$ cat config.mk
export PLATFORM = sky130hd
export DESIGN_NAME = store_unit
export DESIGN_NICKNAME = d
export VERILOG_FILES = /design/src/rtl/core_pkg.sv /design/src/rtl/store_align.sv /design/src/rtl/store_unit.sv
export SDC_FILE = /design/constraint.sdc
export NUM_CORES = 1
export LEC_CHECK = 0
export ABC_AREA = 1
export ABC_CLOCK_PERIOD_IN_PS = 1800
export CAP_MARGIN = 20
export CORE_MARGIN = 8
export CORE_UTILIZATION = 42
export CTS_CLUSTER_SIZE = 10
export DETAILED_ROUTE_END_ITERATION = 10
export MAX_ROUTING_LAYER = met4
export PLACE_DENSITY = 0.79
export SLEW_MARGIN = 10
export SYNTH_ARGS = -nofsm -noshare
export SYNTH_HDL_FRONTEND = slang
export SYNTH_SLANG_ARGS = --single-unit
$ cat constraint.sdc
create_clock -name clk_i -period 1.8 [get_ports clk_i]
set_input_delay 0.27 -clock clk_i [delete_from_list [all_inputs] [get_ports clk_i]]
set_output_delay 0.27 -clock clk_i [all_outputs]
set_load 0.03 [all_outputs]
$ cat src/rtl/core_pkg.sv
// -----------------------------------------------------------------------------
// core_pkg
// Shared core constants, memory-control codes and the store-unit state type.
//
// Contents:
//   DATA_WIDTH         core data bus width (32 or 64)
//   MEM_CTRL_WIDTH     width of the memory-control code carried from EXE
//   ADDR_OFFSET_WIDTH  byte-offset bits within one data bus word
//   MEM_NOP/MEM_WB/MEM_WH/MEM_WW/MEM_WD  memory-control codes (stores)
//   store_state_t      IDLE / REQ / WAIT_ACK
// -----------------------------------------------------------------------------
package core_pkg;

    localparam int DATA_WIDTH        = 32;
    localparam int MEM_CTRL_WIDTH    = 4;
    localparam int ADDR_OFFSET_WIDTH = $clog2(DATA_WIDTH / 8);

    // Codes below 4'h8 belong to loads / no-op and are not stores.
    localparam logic [MEM_CTRL_WIDTH-1:0] MEM_NOP = 4'h0;
    localparam logic [MEM_CTRL_WIDTH-1:0] MEM_WB  = 4'h8;
    localparam logic [MEM_CTRL_WIDTH-1:0] MEM_WH  = 4'h9;
    localparam logic [MEM_CTRL_WIDTH-1:0] MEM_WW  = 4'hA;
    localparam logic [MEM_CTRL_WIDTH-1:0] MEM_WD  = 4'hB;

    typedef enum logic [1:0] {
        IDLE     = 2'd0,
        REQ      = 2'd1,
        WAIT_ACK = 2'd2
    } store_state_t;

endpackage : core_pkg

$ cat src/rtl/store_align.sv
// -----------------------------------------------------------------------------
// store_align
// Combinational store formatter: replicates the right-aligned store data
// across all byte lanes, builds the byte enables for the addressed lanes and
// flags misaligned or unsupported store codes.
//
// Ports:
//   i_off          byte offset of the store within the bus word
//   i_ctrl         store width code (MEM_WB/MEM_WH/MEM_WW/MEM_WD)
//   i_data         right-aligned store data
//   o_data         lane-replicated write data
//   o_be           byte enables
//   o_misalign     offset not a multiple of the access size
//   o_unsupported  code is not a store this bus width can perform
// -----------------------------------------------------------------------------
module store_align
    import core_pkg::*;
#(
    parameter int DATA_WIDTH = core_pkg::DATA_WIDTH,
    localparam int BE_W      = DATA_WIDTH / 8,
    localparam int OFF_W     = $clog2(BE_W)
) (
    input  logic [OFF_W-1:0]          i_off,
    input  logic [MEM_CTRL_WIDTH-1:0] i_ctrl,
    input  logic [DATA_WIDTH-1:0]     i_data,
    output logic [DATA_WIDTH-1:0]     o_data,
    output logic [BE_W-1:0]           o_be,
    output logic                      o_misalign,
    output logic                      o_unsupported
);

    always_comb begin
        // NOTE: every output gets a default before the case so no path leaves
        // one unassigned, which would otherwise infer a latch.
        o_data        = '0;
        o_be          = '0;
        o_misalign    = 1'b0;
        o_unsupported = 1'b0;
        case (i_ctrl)
            MEM_WB: begin
                o_data = {BE_W{i_data[7:0]}};
                o_be   = BE_W'(1) << i_off;
            end
            MEM_WH: begin
                o_data     = {(BE_W/2){i_data[15:0]}};
                o_be       = BE_W'(2'b11) << i_off;
                o_misalign = i_off[0];
            end
            MEM_WW: begin
                o_data     = {(BE_W/4){i_data[31:0]}};
                o_be       = BE_W'(4'hF) << i_off;
                o_misalign = |i_off[1:0];
            end
            MEM_WD: begin
                // A doubleword only exists on a 64-bit bus.
                if (DATA_WIDTH == 64) begin
                    o_data     = i_data;
                    o_be       = '1;
                    o_misalign = |i_off;
                end else begin
                    o_unsupported = 1'b1;
                end
            end
            default: o_unsupported = 1'b1;
        endcase
    end

endmodule : store_align

$ cat src/rtl/store_unit.sv
// -----------------------------------------------------------------------------
// store_unit
// Data-memory write initiator for stores. Accepts one store from EXE, formats
// it into byte lanes and issues a single write on the req/gnt/ack interface,
// holding ready_o low until the write completes.
//
// Optional build macro: STORE_TIMEOUT_EN
//   When defined, WAIT_ACK gives up after TIMEOUT_CYCLES cycles, pulses err_o
//   and returns to IDLE. When undefined, err_o is tied low.
//
// Ports:
//   clk_i, rstn_i   clock, asynchronous active-low reset
//   valid_i/ready_o EXE store handshake (ready_o high only in IDLE)
//   addr_i          store byte address
//   wdata_i         right-aligned store data
//   mem_ctrl_i      store width code
//   d_m_req_o       write request, held until gnt
//   d_m_gnt_i       request accepted by memory
//   d_m_ack_i       write completed
//   d_m_addr_o      word-aligned address
//   d_m_wdata_o     lane-aligned write data
//   d_m_be_o        byte enables
//   done_o          one-cycle pulse, store completed
//   misalign_o      one-cycle pulse, store rejected as misaligned
//   err_o           one-cycle pulse, ack timeout
// -----------------------------------------------------------------------------
module store_unit
    import core_pkg::*;
#(
    parameter int DATA_WIDTH     = core_pkg::DATA_WIDTH,
    parameter int ADDR_WIDTH     = DATA_WIDTH,
    parameter int TIMEOUT_CYCLES = 64,
    localparam int BE_W          = DATA_WIDTH / 8,
    localparam int OFF_W         = $clog2(BE_W)
) (
    input  logic                      clk_i,
    input  logic                      rstn_i,
    input  logic                      valid_i,
    output logic                      ready_o,
    input  logic [ADDR_WIDTH-1:0]     addr_i,
    input  logic [DATA_WIDTH-1:0]     wdata_i,
    input  logic [MEM_CTRL_WIDTH-1:0] mem_ctrl_i,
    output logic                      d_m_req_o,
    input  logic                      d_m_gnt_i,
    input  logic                      d_m_ack_i,
    output logic [ADDR_WIDTH-1:0]     d_m_addr_o,
    output logic [DATA_WIDTH-1:0]     d_m_wdata_o,
    output logic [BE_W-1:0]           d_m_be_o,
    output logic                      done_o,
    output logic                      misalign_o,
    output logic                      err_o
);

    store_state_t          r_state;
    logic                  r_req;
    logic                  r_done;
    logic                  r_misalign;
    logic [ADDR_WIDTH-1:0] r_addr;
    logic [DATA_WIDTH-1:0] r_wdata;
    logic [BE_W-1:0]       r_be;

    logic [DATA_WIDTH-1:0] w_lane_data;
    logic [BE_W-1:0]       w_be;
    logic                  w_misalign;
    logic                  w_unsupported;

`ifdef STORE_TIMEOUT_EN
    localparam int CNT_W = $clog2(TIMEOUT_CYCLES + 1);
    logic [CNT_W-1:0] r_cnt;
    logic             r_err;
`endif

    store_align #(
        .DATA_WIDTH (DATA_WIDTH)
    ) u_align (
        .i_off         (addr_i[OFF_W-1:0]),
        .i_ctrl        (mem_ctrl_i),
        .i_data        (wdata_i),
        .o_data        (w_lane_data),
        .o_be          (w_be),
        .o_misalign    (w_misalign),
        .o_unsupported (w_unsupported)
    );

    always_ff @(posedge clk_i or negedge rstn_i) begin
        if (!rstn_i) begin
            r_state    <= IDLE;
            r_req      <= 1'b0;
            r_done     <= 1'b0;
            r_misalign <= 1'b0;
            r_addr     <= '0;
            r_wdata    <= '0;
            r_be       <= '0;
`ifdef STORE_TIMEOUT_EN
            r_cnt      <= '0;
            r_err      <= 1'b0;
`endif
        end else begin
            // NOTE: non-blocking assignments throughout so every register
            // samples the pre-edge values; the pulse defaults below are then
            // safely overridden by later assignments in the same edge.
            r_done     <= 1'b0;
            r_misalign <= 1'b0;
`ifdef STORE_TIMEOUT_EN
            r_err      <= 1'b0;
`endif
            case (r_state)
                IDLE: begin
                    // Unsupported codes are consumed with no request and no pulse.
                    if (valid_i && !w_unsupported) begin
                        if (w_misalign) begin
                            r_misalign <= 1'b1;
                        end else begin
                            r_addr  <= {addr_i[ADDR_WIDTH-1:OFF_W], {OFF_W{1'b0}}};
                            r_wdata <= w_lane_data;
                            r_be    <= w_be;
                            r_req   <= 1'b1;
                            r_state <= REQ;
                        end
                    end
                end
                REQ: begin
                    // ack without gnt is meaningless here and is ignored.
                    if (d_m_gnt_i) begin
                        r_req <= 1'b0;
                        if (d_m_ack_i) begin
                            r_done  <= 1'b1;
                            r_state <= IDLE;
                        end else begin
                            r_state <= WAIT_ACK;
`ifdef STORE_TIMEOUT_EN
                            r_cnt   <= '0;
`endif
                        end
                    end
                end
                WAIT_ACK: begin
                    if (d_m_ack_i) begin
                        r_done  <= 1'b1;
                        r_state <= IDLE;
                    end
`ifdef STORE_TIMEOUT_EN
                    else if (r_cnt == CNT_W'(TIMEOUT_CYCLES - 1)) begin
                        r_err   <= 1'b1;
                        r_state <= IDLE;
                    end else begin
                        r_cnt <= r_cnt + 1'b1;
                    end
`endif
                end
                default: r_state <= IDLE;
            endcase
        end
    end

    assign ready_o     = (r_state == IDLE);
    assign d_m_req_o   = r_req;
    assign d_m_addr_o  = r_addr;
    assign d_m_wdata_o = r_wdata;
    assign d_m_be_o    = r_be;
    assign done_o      = r_done;
    assign misalign_o  = r_misalign;
`ifdef STORE_TIMEOUT_EN
    assign err_o       = r_err;
`else
    assign err_o       = 1'b0;
`endif

endmodule : store_unit

# Word-level counts from Yosys, hierarchy flattened

Cells that the tools add are included.

Bitwise logic cells: 1
Reductions and logical operators: 8
Shift operators: 3
Muxes and demuxes: 19
Equal/unequal tests: 9

Operators by type and width:

| operator              | number |
|---|---|
| $pmux W32 S3          | 1 |
| $eq A4 B4 Y1 const B  | 3 |
| $pmux W4 S3           | 1 |
| $mux W2               | 5 |
| $mux W1               | 8 |
| $reduce_and A4 Y1     | 2 |
| $ne A2 B2 Y1 const B  | 3 |
| $pmux W1 S2           | 3 |
| $pmux W2 S3           | 1 |
| $shl A1 B2 Y4 const A | 1 |
| $shl A2 B2 Y4 const A | 1 |
| $shl A4 B2 Y4 const A | 1 |
| $reduce_and A3 Y1     | 1 |
| $reduce_or A3 Y1      | 1 |
| $eq A2 B1 Y1 const B  | 1 |
| $eq A2 B2 Y1 const B  | 1 |
| $logic_not A2 Y1      | 1 |
| $ne A2 B1 Y1 const B  | 1 |
| $reduce_bool A2 Y1    | 1 |
| $reduce_or A2 Y1      | 1 |
| $logic_and A1 B1 Y1   | 1 |
| $not A1 Y1            | 1 |

Logic and storage cells: 47
Output and inout port bits: 73
Register bits: 71
Input port bits: 73

# Logic depth before layout (Yosys ltp)

Word-level depth: 5
Depth in mapped cells: 10
Mapped depth without buffers: 8

# By module

From an unflattened synthesis, not the netlist that was laid out.

Cells, all modules: 446
Area total of the unflattened synthesis: 3519.6 um^2

Modules (own cells, without submodules):

| module      | area each (um^2) | cells an instance | seq. area each (um^2) | instances |
|---|---|---|---|---|
| store_unit  | 3029.2           | 327               | 1776.7                | 1 |
| store_align | 490.5            | 119               | 0.0                   | 1 |

# Least setup slack after synthesis

OpenSTA, ideal clock, no wires.

Kind: register to register
From: register r_state[0]
To: register r_wdata[29], in the netlist d_m_wdata_o[29]
Period minus slack after synthesis: 1680 ps
Stages on the path, launching flop included: 8
Slack: 120 ps
Arrival time: 1557 ps
Buffers on the path: 2
Cells stage by stage: dfrtp_1 inv_1 ha_1 nand3_4 buf_6 clkbuf_1 o21ai_0 nand2_1

Cells in the longest elaborated chain, start to end: 2

Ends and longest elaborated chain:

| element                     | RTL line          | RTL |
|---|---|---|
| from (decl)                 | store_unit.sv:54  | `store_state_t r_state;` |
| from (signal assigned)      | store_unit.sv:87  | `r_state <= IDLE;` |
| from (signal assigned)      | store_unit.sv:118 | `r_state <= REQ;` |
| from (signal assigned)      | store_unit.sv:128 | `r_state <= IDLE;` |
| $logic_not A2 Y1            | n/a               |  |
| named net ready_o           | store_unit.sv:39  | `output logic ready_o,` |
| $reduce_and A3 Y1 (no line) | n/a               |  |
| to (signal assigned)        | store_unit.sv:115 | `r_wdata <= w_lane_data;` |
| to (decl)                   | store_unit.sv:59  | `logic [DATA_WIDTH-1:0] r_wdata;` |

The timed path passes the listed nets, and every way through them passes these cells.
A chain may end at the register's enable or synchronous reset.

# Final worst setup path

From: register r_state[0]
To: output port ready_o

Cells in the longest elaborated chain, start to end: 1

Ends and longest elaborated chain:

| element          | RTL line          | RTL |
|---|---|---|
| $logic_not A2 Y1 | store_unit.sv:156 | `assign ready_o = (r_state == IDLE);` |
| to (decl)        | store_unit.sv:39  |  |

No other way between the ends.

==> flow_summary_export.csv <==
group,metric,value,unit
synthesis,syn_avg_cell_area,7.902,sq um
grt,grt_usage,0.2083,
sta,tightest_slew,0.5415,ns
drt,remaining_drc_errors,0,
sta,finalMaxSlewViolations,0,
sta,finalSetupViolCount,0,
power_and_ir_drop,p_int,0.004011,W
clock_tree,cts_tree,"yes",
finish,antenna_cells,0,
die,fp.dieArea,11180,sq um
finish,layout-drive-gt1-share,0.08844,
place,port-buffer-count,142,
die,start_util,0.4354,
grt,grt_pass1_wl,18.03,mm
sta,clock_skew,0.008464,ns
worst_setup_path,max_stage_delay,0.42,ns
grt,grt_pass1_vias,3498,
die,pin_count,146,
worst_setup_path,critPathKind,"reg -> out",
place,dpl_worst_slack,-0.04478,ns
die,die_h,105.7,um
worst_setup_path,reg2reg_depth,8,
power_and_ir_drop,vdd_drop_max,0.0006801,V
clock_tree,clk_pin_slew,0.07,ns
power_and_ir_drop,switching_power,0.002833,W
sta,finalCritPeriodShare,0.9424,
sta,period_needed,1.696,ns
run_status,status,"complete, no violations",
power_and_ir_drop,p_comb_frac,0.491,
sta,relSlewSlack,0.6390,
drt,drt_wl_total,11.25,mm
worst_setup_path,r2r_end,"d_m_wdata_o[10]",
job,drv_cap,0,
grt,grt_max_degree,47,
finish,final_common_cell,"nand2_1",
worst_setup_path,cp_slowest_cell,"dfrtp_1",
clock_tree,cts-htree-levels,3,
sta,tns,0,ns
drt,first_pass_iters,4,
die,fp.dieW,105.7,um
worst_setup_path,ff2ff_setup_slack,0.22,ns
clock_tree,cts.sinks,71,
synthesis,ys_seq_area_frac,0.5253,
place,place_inst,676,
power_and_ir_drop,p_leak,2.560,nW
drt,post_drt_via_cell_ratio,5.004,
worst_setup_path,crit_chain,"inv_1, ha_1, dlygate4sd2_1",
worst_setup_path,cp.required,1.53,ns
finish,final_cells,690,
grt,overflow,0,
synthesis,synth-seq-cells,71,
finish,final_util,0.6680,
worst_setup_path,cp-start-kind,"flip-flop",
worst_setup_path,reg2reg_from,"r_state[0]",
power_and_ir_drop,pwr-share-clk,0.155,
synthesis,synth_cells,428,
worst_hold_path,hold_path_class,"in -> async",
drt,wire_per_inst,16.31,um
die,fp.coreArea,7767,sq um
clock_tree,numCtsBuffers,9,
place,dp_hpwl,8.593,mm
die,rows,32,
sta,whs,0.4633,ns
synthesis,yosysUniqueCellTypes,24,
clock_tree,clk_path_buf_depth,2,
drt,postRouteAntennaNets,0,
power_and_ir_drop,p_per_area,1319,nW/um^2
synthesis,synth_area,3382,sq um
power_and_ir_drop,seq_power_share,0.354,
clock_tree,cts-root-buf,"clkbuf_8",
drt,dr_total_vias,3453,
worst_setup_path,crit_fanout,3,
worst_setup_path,arrival,1.43,ns
clock_tree,clkLatencyLatePin,0.34,ns
sta,layout_setup_ws,0.1037,ns
drt,dr.first_iter.drc_count,317,
synthesis,ys_warn_count,0,
place,place_congestion,0.9395,
power_and_ir_drop,switching_share,0.4139,
finish,syn2layout_area_growth,53.42,%
finish,nets,662,
sta,hold_viol,0,
sta,rsz0062_at_grt,"false",
sta,timing.fmax,589.5,MHz
worst_setup_path,critical_path.endpoint_type,"output pin",
grt,antenna_found_initial,0,
finish,layout_common_cells,"nand2_1 (202), clkdlybuf4s50_1 (140), dfrtp_1 (71)",
[per-layer routing]
layer,track usage,vias up,part of all wire
li1,-,1668,-
met1,0.2361,1625,0.40
met2,0.3445,135,0.51
met3,0.04568,25,0.063
met4,0.09548,0,0.030
met5,-,-,0
[worst max-delay path, delay by kind of cell (launching register included)]
| kind | cells | cell delay [ns] |
|---|---|---|
| buffers and inverters | 2 | 0.50 |
| DFF | 1 | 0.42 |
| adders and majority gates | 1 | 0.17 |
[state kept, by name, summed over array words and instances, names as in the netlist]
register and flops:
d_m_addr_o 30, done_o 1, d_m_req_o 1, d_m_wdata_o 32
misalign_o 1, d_m_be_o 4, r_state 2
[what timing repair did]
| action | CTS | global route |
|---|---|---|
| hold endpoints to repair | 39 | 0 |
| buffers inserted | 0 | 0 |
| resized for setup | 1 | 0 |
| endpoints found under the setup margin | 1 | 0 |
| hold buffers | 1 | 0 |
[metrics by stage]
stage | power [W] | cell area (sq um)
5_1_grt | 0.007232 | 5189
6_report | 0.006844 | 5189
4_1_cts | 0.006910 | 5189
3_5_place_dp | 0.005855 | 5029
3_3_place_gp | 0.005749 | 5029
2_1_floorplan | 0.004209 | 3390
[Yosys cell counts]
master | n | area share
a21oi_1 | 2 | 0.0030
buf_2 | 3 | 0.0044
buf_4 | 5 | 0.011
buf_6 | 6 | 0.020
clkbuf_1 | 10 | 0.011
clkbuf_2 | 2 | 0.0030
conb_1 | 1 | 0.0011
dfrtp_1 | 71 | 0.53
ha_1 | 3 | 0.011
inv_1 | 10 | 0.011
inv_2 | 3 | 0.0033
nand2_1 | 202 | 0.22
nand2_2 | 3 | 0.0055
nand3_1 | 26 | 0.038
nand3_2 | 1 | 0.0030
nand3_4 | 1 | 0.0052
nand3b_1 | 1 | 0.0022
nand4_1 | 2 | 0.0037
nor2_1 | 6 | 0.0067
nor2_2 | 2 | 0.0037
nor2_4 | 1 | 0.0033
o21ai_0 | 60 | 0.089
o21ai_1 | 6 | 0.0089
o22ai_1 | 1 | 0.0019
[final cells by class]
| class | instances | area [sq um] |
|---|---|---|
| fillers | 685 | 2579 |
| flip-flops and latches | 71 | 1777 |
| repair buffers | 171 | 1688 |
| multi-input cells | 320 | 1396 |
| clock buffers | 11 | 141.4 |
| well taps | 102 | 127.6 |
| inverters | 13 | 48.80 |
| clock inverters | 2 | 10.01 |
[power by group through the flow]
stage	Clock (W)	Combinational (W)	Sequential (W)
after floorplan	0	0.000710	0.00350
after detailed placement	0	0.00340	0.00245
after global placement	0	0.00333	0.00242
after global routing	0.00115	0.00359	0.00249
final	0.00106	0.00336	0.00242
after CTS	0.00108	0.00340	0.00243
[logic make-up (layout without fill, tap and decap cells)]
kind of cell    Yosys count  in the layout  synth area share
buf+inv                  39            197           0.06400
compound gates           69             69            0.1025
flops                    71             71            0.5253
simple gates            245            245            0.2960
other cells               1              3          0.001109
fa+ha+maj                 3              3           0.01110
[how the worst max path moves through the flow]
stage / startpoint / end / slack (ns) / cells after the start
CTS: d_m_wdata_o[25] / d_m_wdata_o[25] / 0.08 / 1
global placement: addr_i[0] / d_m_be_o[3] / 0.05 / 9
floorplan: r_state[0] / d_m_wdata_o[29] / 0.12 / 7
finish: r_state[0] / ready_o / 0.10 / 3
detailed placement: mem_ctrl_i[3] / d_m_wdata_o[10] / -0.04 / 9
global route: d_m_wdata_o[25] / d_m_wdata_o[25] / 0.04 / 1
Power figures use the tool's default switching activity.
